$ cat src/rtl/alu_pkg.sv
// alu_pkg: types and constants shared by the execute-stage multiplier.
//   mul_op_e     RV32M multiply opcode as presented on op_in
//   mul_state_e  sequencing states of mul_seq_ctrl
//   MUL_ITER     number of shift-and-add iterations (one per multiplier bit)
package alu_pkg;

  localparam int MUL_ITER = 32;
  localparam int CNT_W    = $clog2(MUL_ITER);

  typedef enum logic [1:0] {
    MUL    = 2'b00,
    MULH   = 2'b01,
    MULHSU = 2'b10,
    MULHU  = 2'b11
  } mul_op_e;

  typedef enum logic [2:0] {
    IDLE,
    ABS_A,
    ABS_B,
    CALC,
    NEG_LO,
    NEG_HI,
    DONE
  } mul_state_e;

  // Multiplicand a is two's complement for MULH and MULHSU.
  function automatic logic op_signed_a(input mul_op_e op);
    return (op == MULH) || (op == MULHSU);
  endfunction

  // Multiplier b is two's complement for MULH only.
  function automatic logic op_signed_b(input mul_op_e op);
    return (op == MULH);
  endfunction

endpackage

$ cat src/rtl/FullAdder16b.sv
// FullAdder16b: 16-bit ripple-carry adder slice.
//   operand1_in  16  first addend
//   operand2_in  16  second addend
//   carry_in      1  carry into bit 0
//   result_out   16  sum
//   carry_out     1  carry out of bit 15
module FullAdder16b (
  input  logic [15:0] operand1_in,
  input  logic [15:0] operand2_in,
  input  logic        carry_in,
  output logic [15:0] result_out,
  output logic        carry_out
);

  logic [16:0] carry;

  assign carry[0] = carry_in;

  for (genvar i = 0; i < 16; i++) begin : g_bit
    assign result_out[i] = operand1_in[i] ^ operand2_in[i] ^ carry[i];
    assign carry[i+1]    = (operand1_in[i] & operand2_in[i]) |
                           (carry[i] & (operand1_in[i] ^ operand2_in[i]));
  end

  assign carry_out = carry[16];

endmodule

$ cat src/rtl/adder32.sv
// adder32: 32-bit ripple-carry adder built from two 16-bit slices with the
// carry chained from the low slice into the high slice.
//   operand1_in  32  first addend
//   operand2_in  32  second addend
//   carry_in      1  carry into bit 0
//   result_out   32  sum
//   carry_out     1  carry out of bit 31
module adder32 (
  input  logic [31:0] operand1_in,
  input  logic [31:0] operand2_in,
  input  logic        carry_in,
  output logic [31:0] result_out,
  output logic        carry_out
);

  logic carry_mid;

  FullAdder16b u_lo (
    .operand1_in (operand1_in[15:0]),
    .operand2_in (operand2_in[15:0]),
    .carry_in    (carry_in),
    .result_out  (result_out[15:0]),
    .carry_out   (carry_mid)
  );

  FullAdder16b u_hi (
    .operand1_in (operand1_in[31:16]),
    .operand2_in (operand2_in[31:16]),
    .carry_in    (carry_mid),
    .result_out  (result_out[31:16]),
    .carry_out   (carry_out)
  );

endmodule

$ cat src/rtl/mul_seq_ctrl.sv
// mul_seq_ctrl: multi-cycle shift-and-add multiplier for MUL/MULH/MULHSU/MULHU.
// One shared 32-bit adder is time-multiplexed through: |a|, |b|, 32 accumulate
// steps, and an optional 64-bit negation done as two 32-bit halves.
//   clk_in          clock, rising edge
//   rst_in          synchronous active-high reset
//   req_valid_in    request present
//   req_ready_out   request accepted when high (IDLE only)
//   op_in           00 MUL, 01 MULH, 10 MULHSU, 11 MULHU
//   operand1_in     rs1, multiplicand a
//   operand2_in     rs2, multiplier b
//   resp_valid_out  result_out valid, held until resp_ready_in
//   resp_ready_in   consumer takes the result
//   result_out      low word (MUL) or high word (others), 0 when not valid
//   busy_out        high whenever not IDLE
module mul_seq_ctrl
  import alu_pkg::*;
(
  input  logic        clk_in,
  input  logic        rst_in,
  input  logic        req_valid_in,
  output logic        req_ready_out,
  input  logic [1:0]  op_in,
  input  logic [31:0] operand1_in,
  input  logic [31:0] operand2_in,
  output logic        resp_valid_out,
  input  logic        resp_ready_in,
  output logic [31:0] result_out,
  output logic        busy_out
);

  localparam logic [CNT_W-1:0] CNT_LAST = CNT_W'(MUL_ITER - 1);

  mul_state_e       state_q, state_d;
  mul_op_e          op_q, op_d;
  logic [31:0]      a_q, a_d;
  logic [31:0]      hi_q, hi_d;
  logic [31:0]      lo_q, lo_d;
  logic [CNT_W-1:0] cnt_q, cnt_d;
  logic             sign_b_q, sign_b_d;
  logic             neg_q, neg_d;
  logic             neg_c_q, neg_c_d;
  logic             resp_valid_q, resp_valid_d;

  logic [31:0]      add_op1, add_op2, add_sum;
  logic             add_cin, add_cout;

  logic             accept;
  mul_op_e          op_in_e;
  logic             sign_a_in, sign_b_in;

  assign op_in_e   = mul_op_e'(op_in);
  assign accept    = req_valid_in && (state_q == IDLE);
  assign sign_a_in = op_signed_a(op_in_e) && operand1_in[31];
  assign sign_b_in = op_signed_b(op_in_e) && operand2_in[31];

  // Adder operand steering: every arithmetic step goes through u_add.
  // Two's complement negation is ~x + 1; the high half of the 64-bit
  // negation takes the carry left over from negating the low half.
  always_comb begin
    add_op1 = '0;
    add_op2 = '0;
    add_cin = 1'b0;
    unique case (state_q)
      ABS_A: begin
        add_op1 = ~a_q;
        add_cin = 1'b1;
      end
      ABS_B, NEG_LO: begin
        add_op1 = ~lo_q;
        add_cin = 1'b1;
      end
      CALC: begin
        add_op1 = hi_q;
        add_op2 = lo_q[0] ? a_q : '0;
      end
      NEG_HI: begin
        add_op1 = ~hi_q;
        add_cin = neg_c_q;
      end
      default: ;
    endcase
  end

  adder32 u_add (
    .operand1_in (add_op1),
    .operand2_in (add_op2),
    .carry_in    (add_cin),
    .result_out  (add_sum),
    .carry_out   (add_cout)
  );

  // Sequencing and datapath register updates.
  always_comb begin
    state_d      = state_q;
    op_d         = op_q;
    a_d          = a_q;
    hi_d         = hi_q;
    lo_d         = lo_q;
    cnt_d        = cnt_q;
    sign_b_d     = sign_b_q;
    neg_d        = neg_q;
    neg_c_d      = neg_c_q;
    resp_valid_d = 1'b0;

    unique case (state_q)
      IDLE: begin
        if (accept) begin
          op_d     = op_in_e;
          a_d      = operand1_in;
          lo_d     = operand2_in;
          hi_d     = '0;
          cnt_d    = '0;
          neg_c_d  = 1'b0;
          sign_b_d = sign_b_in;
          // MUL returns the low word, which is identical for signed and
          // unsigned operands, so it never needs the final negation.
          neg_d    = (sign_a_in ^ sign_b_in) && (op_in_e != MUL);
          if (sign_a_in)      state_d = ABS_A;
          else if (sign_b_in) state_d = ABS_B;
          else                state_d = CALC;
        end
      end

      ABS_A: begin
        a_d     = add_sum;
        state_d = sign_b_q ? ABS_B : CALC;
      end

      ABS_B: begin
        lo_d    = add_sum;
        state_d = CALC;
      end

      CALC: begin
        // {hi, lo} holds the partial product above the unconsumed multiplier
        // bits; the 33-bit sum shifts right by one into the pair.
        hi_d  = {add_cout, add_sum[31:1]};
        lo_d  = {add_sum[0], lo_q[31:1]};
        cnt_d = cnt_q + CNT_W'(1);
        if (cnt_q == CNT_LAST) begin
          state_d = neg_q ? NEG_LO : DONE;
        end
      end

      NEG_LO: begin
        lo_d    = add_sum;
        neg_c_d = add_cout;
        state_d = NEG_HI;
      end

      NEG_HI: begin
        hi_d    = add_sum;
        state_d = DONE;
      end

      DONE: begin
        // First DONE cycle raises the registered valid; the handshake edge
        // clears it and returns to IDLE together.
        if (resp_valid_q && resp_ready_in) begin
          state_d = IDLE;
        end else begin
          resp_valid_d = 1'b1;
        end
      end

      default: state_d = IDLE;
    endcase
  end

  always_ff @(posedge clk_in) begin
    if (rst_in) begin
      state_q      <= IDLE;
      op_q         <= MUL;
      a_q          <= '0;
      hi_q         <= '0;
      lo_q         <= '0;
      cnt_q        <= '0;
      sign_b_q     <= 1'b0;
      neg_q        <= 1'b0;
      neg_c_q      <= 1'b0;
      resp_valid_q <= 1'b0;
    end else begin
      state_q      <= state_d;
      op_q         <= op_d;
      a_q          <= a_d;
      hi_q         <= hi_d;
      lo_q         <= lo_d;
      cnt_q        <= cnt_d;
      sign_b_q     <= sign_b_d;
      neg_q        <= neg_d;
      neg_c_q      <= neg_c_d;
      resp_valid_q <= resp_valid_d;
    end
  end

  // Outputs decode registered state only.
  assign req_ready_out  = (state_q == IDLE);
  assign busy_out       = (state_q != IDLE);
  assign resp_valid_out = resp_valid_q;
  assign result_out     = resp_valid_q ? ((op_q == MUL) ? lo_q : hi_q) : '0;

endmodule
$ cat config.mk
export PLATFORM = sky130hd
export DESIGN_NAME = mul_seq_ctrl
export DESIGN_NICKNAME = d
export VERILOG_FILES = /design/src/rtl/alu_pkg.sv /design/src/rtl/FullAdder16b.sv /design/src/rtl/adder32.sv /design/src/rtl/mul_seq_ctrl.sv
export SDC_FILE = /design/constraint.sdc
export NUM_CORES = 1
export LEC_CHECK = 0
export CAP_MARGIN = 15
export CELL_PAD_IN_SITES_DETAIL_PLACEMENT = 1
export CELL_PAD_IN_SITES_GLOBAL_PLACEMENT = 2
export CORE_UTILIZATION = 40
export CTS_CLUSTER_SIZE = 24
export DETAILED_ROUTE_END_ITERATION = 8
export DONT_BUFFER_PORTS = 1
export GPL_TIMING_DRIVEN = 0
export MAX_ROUTING_LAYER = met4
export PLACE_DENSITY = 0.82
export REMOVE_ABC_BUFFERS = 1
export SLEW_MARGIN = 10
export SYNTH_ARGS = -nofsm -noshare
export SYNTH_HDL_FRONTEND = slang
export SYNTH_SLANG_ARGS = --single-unit
$ cat constraint.sdc
create_clock -name clk_in -period 42.1 [get_ports clk_in]
set_input_delay 12.63 -clock clk_in [delete_from_list [all_inputs] [get_ports clk_in]]
set_output_delay 12.63 -clock clk_in [all_outputs]
set_load 0.02 [all_outputs]
==> qor_table.md <==
| Result | Value |
| --- | --- |
| Worst slew slack as a fraction of its limit | 35.7% |
| Kind of path behind the tightest hold check | register to register |
| Setup repair after global routing missed its margin | false |
| Run status | completed |
| I/O Buffers | 0 |
| Synthesis Warnings | 0 |
| First DRT Iteration DRCs | 599 |
| Hold Buf Count CTS | 0 |
| Library cell occupying the most area in the post-synthesis netlist | sky130_fd_sc_hd__dfxtp_1 |
| Fraction of post-synthesis cell area in the top cell type by area | 28.7% |
| Slowest stage delay, CP | 0.63 ns |
| Worst-Margin Slew | 0.955 ns |
| Post-route fraction of the period consumed by the critical path | 42.9% |
| Share of layout cells above drive strength 1 | 8.67% |
| Final antenna diode count | 0 |
| Worst supply voltage drop on vdd | 0.0368 mV |
| Number of nets in the finished design | 1048 |
| Synth unique cells | 43 |
| Remaining DRCs | 0 |
| Crit path max fanout | 35 |
| Max-Cap Viols | 0 |
| Average routed wire per standard cell | 23.9 um |
| Area delta synth->final | 9.41% |
| Cell at the root of the clock tree | sky130_fd_sc_hd__clkbuf_16 |
| Average size of a mapped cell | 7.56 um2 |
| Post-layout minimum cycle time | 18.07 ns |
| Synthesized cell area | 7670 um2 |
| Number of sinks driven by the clock tree | 110 |
| DIE AREA | 19700 um2 |
| Core Rows | 50 |
| Most frequent cell on the critical path | sky130_fd_sc_hd__fa_1 |
| Clock Path Buffers | 2 |
| Fraction of the yosys area taken by sequential cells | 28.7% |
| Setup total negative slack | 0 ns |
| Number of top-level pins | 105 |
| Largest net degree at the start of global routing | 82 |
| Number of register bits inferred by synthesis | 110 |
| Main flop type after synthesis | sky130_fd_sc_hd__dfxtp_1 |
| Async set or reset register ratio after synthesis | 0% |
| Clk Latency, worst-skew pair | 0.37 ns |
| Critical path required time | 42.36 ns |
| Synth top cells by count | sky130_fd_sc_hd__nand2_1 (173), sky130_fd_sc_hd__a21oi_1 (134), sky130_fd_sc_hd__dfxtp_1 (110), sky130_fd_sc_hd__clkbuf_1 (70), sky130_fd_sc_hd__nor2_1 (53) |
| Share of total power in sequential cells | 28.5% |
| Total number of vias | 7635 |
| Number of enable flip-flop cells after synthesis | 0 |
| Placed wire-length estimate after detailed placement | 17800 um |
| Clock Skew | 0.00833 ns |
| Pins Over Slew Limit | 0 |
| Global-route wire length before repair | 44500 um |
| Setup-violating endpoint count in the final report | 0 |
| Synthesized netlist cell count | 1014 |
| Library cell contributing the largest single delay on the critical path | sky130_fd_sc_hd__dfxtp_2 |
| Routed wire length | 28200 um |
| Post-CTS clock slew at the launch and capture registers of the worst setup and hold paths | 0.08 ns |
| Global-route usage over all layers | 30.2% |
| Clock buffers created by TritonCTS | 9 |
| Number of nets with antenna violations after detailed routing | 0 |
| Number of gates given a new drive strength after cts | 0 |
| Number of search-and-repair iterations in the first detailed-routing pass | 8 |
| Mean number of vias per cell | 6.47 |
| Crit path capture type | register |
| Pwr per Cell Area | 68.2 nW/um2 |
| Clk pwr share | 19.3% |
| Std-Cell Core Area | 18800 um2 |
| Endpoints failing hold | 0 |
| RD Place Congestion | 0.740 |
| Category of the critical setup timing path | register to register |
| Biggest area contributors in the synthesized netlist | sky130_fd_sc_hd__dfxtp_1 (29%), sky130_fd_sc_hd__a21oi_1 (8.7%), sky130_fd_sc_hd__nand2_1 (8.5%) |
| TritonCTS clock tree | built |
| Leakage | 2.56 nW |
| Internal power contribution | 313 uW |
| Die X-Extent | 140 um |
| Switching fraction of total power | 45.3% |
| Post-CTS setup buffer count | 0 |
| Startpoint class of the critical path | register |
| Initial Utilization | 40.9% |
| Category of cells accounting for the largest share of critical-path delay | adder cells |
| Final-layout fill cell count | 2285 |
| DIE HEIGHT | 140 um |
| Initial antenna violation count | 0 |
| Most common cell in the synthesized netlist | sky130_fd_sc_hd__nand2_1 |
| Combinational Power Share | 52.3% |
| CP Buf/Inv Count | 5 |
| Overflow after GRT | 0 |
| Critical path data arrival time | 18.33 ns |
| Top achievable clock speed | 0.0554 GHz |
| H-tree depth | 3 |
| Fin util | 44.7% |
| Vias in the first global route | 7662 |
| Switching power total | 259 uW |
-- metrics by stage --
stage / hold WS [ns] / power (mW) / area (um2) / setup slack, ns / cells
after floorplan: 0.424 / 0.354 / 7230 / 22.76 / 911
after global placement: 0.441 / 0.436 / 7520 / 18.53 / 1145
after detailed placement: 0.457 / 0.462 / 8020 / 24.00 / 1164
after CTS: 0.468 / 0.573 / 8390 / 23.91 / 1180
after global routing: 0.487 / 0.608 / 8390 / 23.32 / 1180
final: 0.462 / 0.573 / 8390 / 24.03 / 1180
-- worst register-to-register path: cells and delay by family, from the launching register on --
| family | cells | cell delay (ns) |
|---|---|---|
| AOI/OAI and AO/OA | 3 | 0.59 |
| DFF | 1 | 0.63 |
| muxes | 1 | 0.29 |
| buffers and inverters | 5 | 1.15 |
| and+or+nand+nor | 2 | 0.30 |
| adders and majority gates | 32 | 15.01 |
-- path summary, 6_finish.rpt --
kind	from	endpoint	slack, ns	depth (start not counted)
max	state_q[1]$_SDFFE_PP0P_	hi_q[30]$_SDFFE_PP0P_	24.03	43
min	sign_b_q$_SDFFE_PP0P_	sign_b_q$_SDFFE_PP0P_	0.46	2
max reg2reg	state_q[1]$_SDFFE_PP0P_	hi_q[30]$_SDFFE_PP0P_	24.03	43
min reg2reg	sign_b_q$_SDFFE_PP0P_	sign_b_q$_SDFFE_PP0P_	0.46	2
-- power by group through the flow --
stage	registers, mW	clock network [mW]	logic (mW)
final	0.163	0.110	0.299
after global routing	0.167	0.115	0.326
after CTS	0.162	0.111	0.299
after detailed placement	0.165	0	0.298
after global placement	0.174	0	0.262
after floorplan	0.159	0	0.194
-- metal layers --
layer / vias to the layer above / share of wire [%] / global-route usage, %
met4: 0 / 2.1 / 8.87
met1: 3851 / 45 / 40.1
met3: 37 / 5.9 / 3.66
met2: 266 / 47 / 48.1
li1: 3481 / - / -
met5: - / 0 / -
-- layout by cell type (no fill, tap or decap), types with 3 or more instances in the layout --
master | netlist | layout
sky130_fd_sc_hd__clkbuf_16 | 0 | 9
sky130_fd_sc_hd__nand2b_1 | 33 | 32
sky130_fd_sc_hd__a22oi_1 | 3 | 3
sky130_fd_sc_hd__a21oi_1 | 134 | 133
sky130_fd_sc_hd__nor2_4 | 0 | 4
sky130_fd_sc_hd__buf_16 | 0 | 8
sky130_fd_sc_hd__and2_1 | 5 | 3
sky130_fd_sc_hd__buf_6 | 4 | 3
sky130_fd_sc_hd__a21boi_0 | 32 | 32
sky130_fd_sc_hd__dfxtp_2 | 0 | 3
sky130_fd_sc_hd__fa_1 | 32 | 32
sky130_fd_sc_hd__nor2_1 | 53 | 49
sky130_fd_sc_hd__a211oi_2 | 26 | 25
sky130_fd_sc_hd__o21ai_0 | 39 | 39
sky130_fd_sc_hd__nand3_1 | 3 | 3
sky130_fd_sc_hd__a31oi_1 | 30 | 30
sky130_fd_sc_hd__dfxtp_1 | 110 | 106
sky130_fd_sc_hd__a222oi_1 | 30 | 30
sky130_fd_sc_hd__o22ai_1 | 32 | 32
sky130_fd_sc_hd__a211oi_1 | 7 | 7
sky130_fd_sc_hd__inv_1 | 43 | 41
sky130_fd_sc_hd__buf_12 | 0 | 7
sky130_fd_sc_hd__nor3_1 | 33 | 33
sky130_fd_sc_hd__ha_1 | 5 | 5
sky130_fd_sc_hd__a22o_1 | 32 | 32
sky130_fd_sc_hd__nand2_1 | 173 | 173
sky130_fd_sc_hd__bufinv_16 | 0 | 4
sky130_fd_sc_hd__and3_1 | 33 | 32
-- registers in the layout, indices dropped and copies added, names as in the netlist --
name	count
op_q	2
neg_q	1
hi_q	32
state_q	3
neg_c_q	1
lo_q	32
cnt_q	5
a_q	32
sign_b_q	1
resp_valid_out	1
-- layout make-up --
class,instances,area (um2),share of cell area (%)
multi-input cells,758,4940,58.9
flip-flops and latches,110,2210,26.3
repair buffers,19,409,4.88
well taps,234,293,3.49
clock buffers,10,239,2.85
inverters,43,164,1.95
clock inverters,6,133,1.58
-- cell families (layout without fill, tap and decap cells) --
| group | count (synthesis) | count (layout) | synth area share (%) |
|---|---|---|---|
| simple gates | 340 | 340 | 20.1 |
| xor+xnor | 1 | 1 | 0.114 |
| flops | 110 | 110 | 28.7 |
| mux | 3 | 3 | 0.408 |
| compound gates | 377 | 377 | 33.6 |
| buf+inv | 146 | 78 | 7.85 |
| fa+ha+maj | 37 | 37 | 9.17 |
Power figures use the tool's default switching activity.
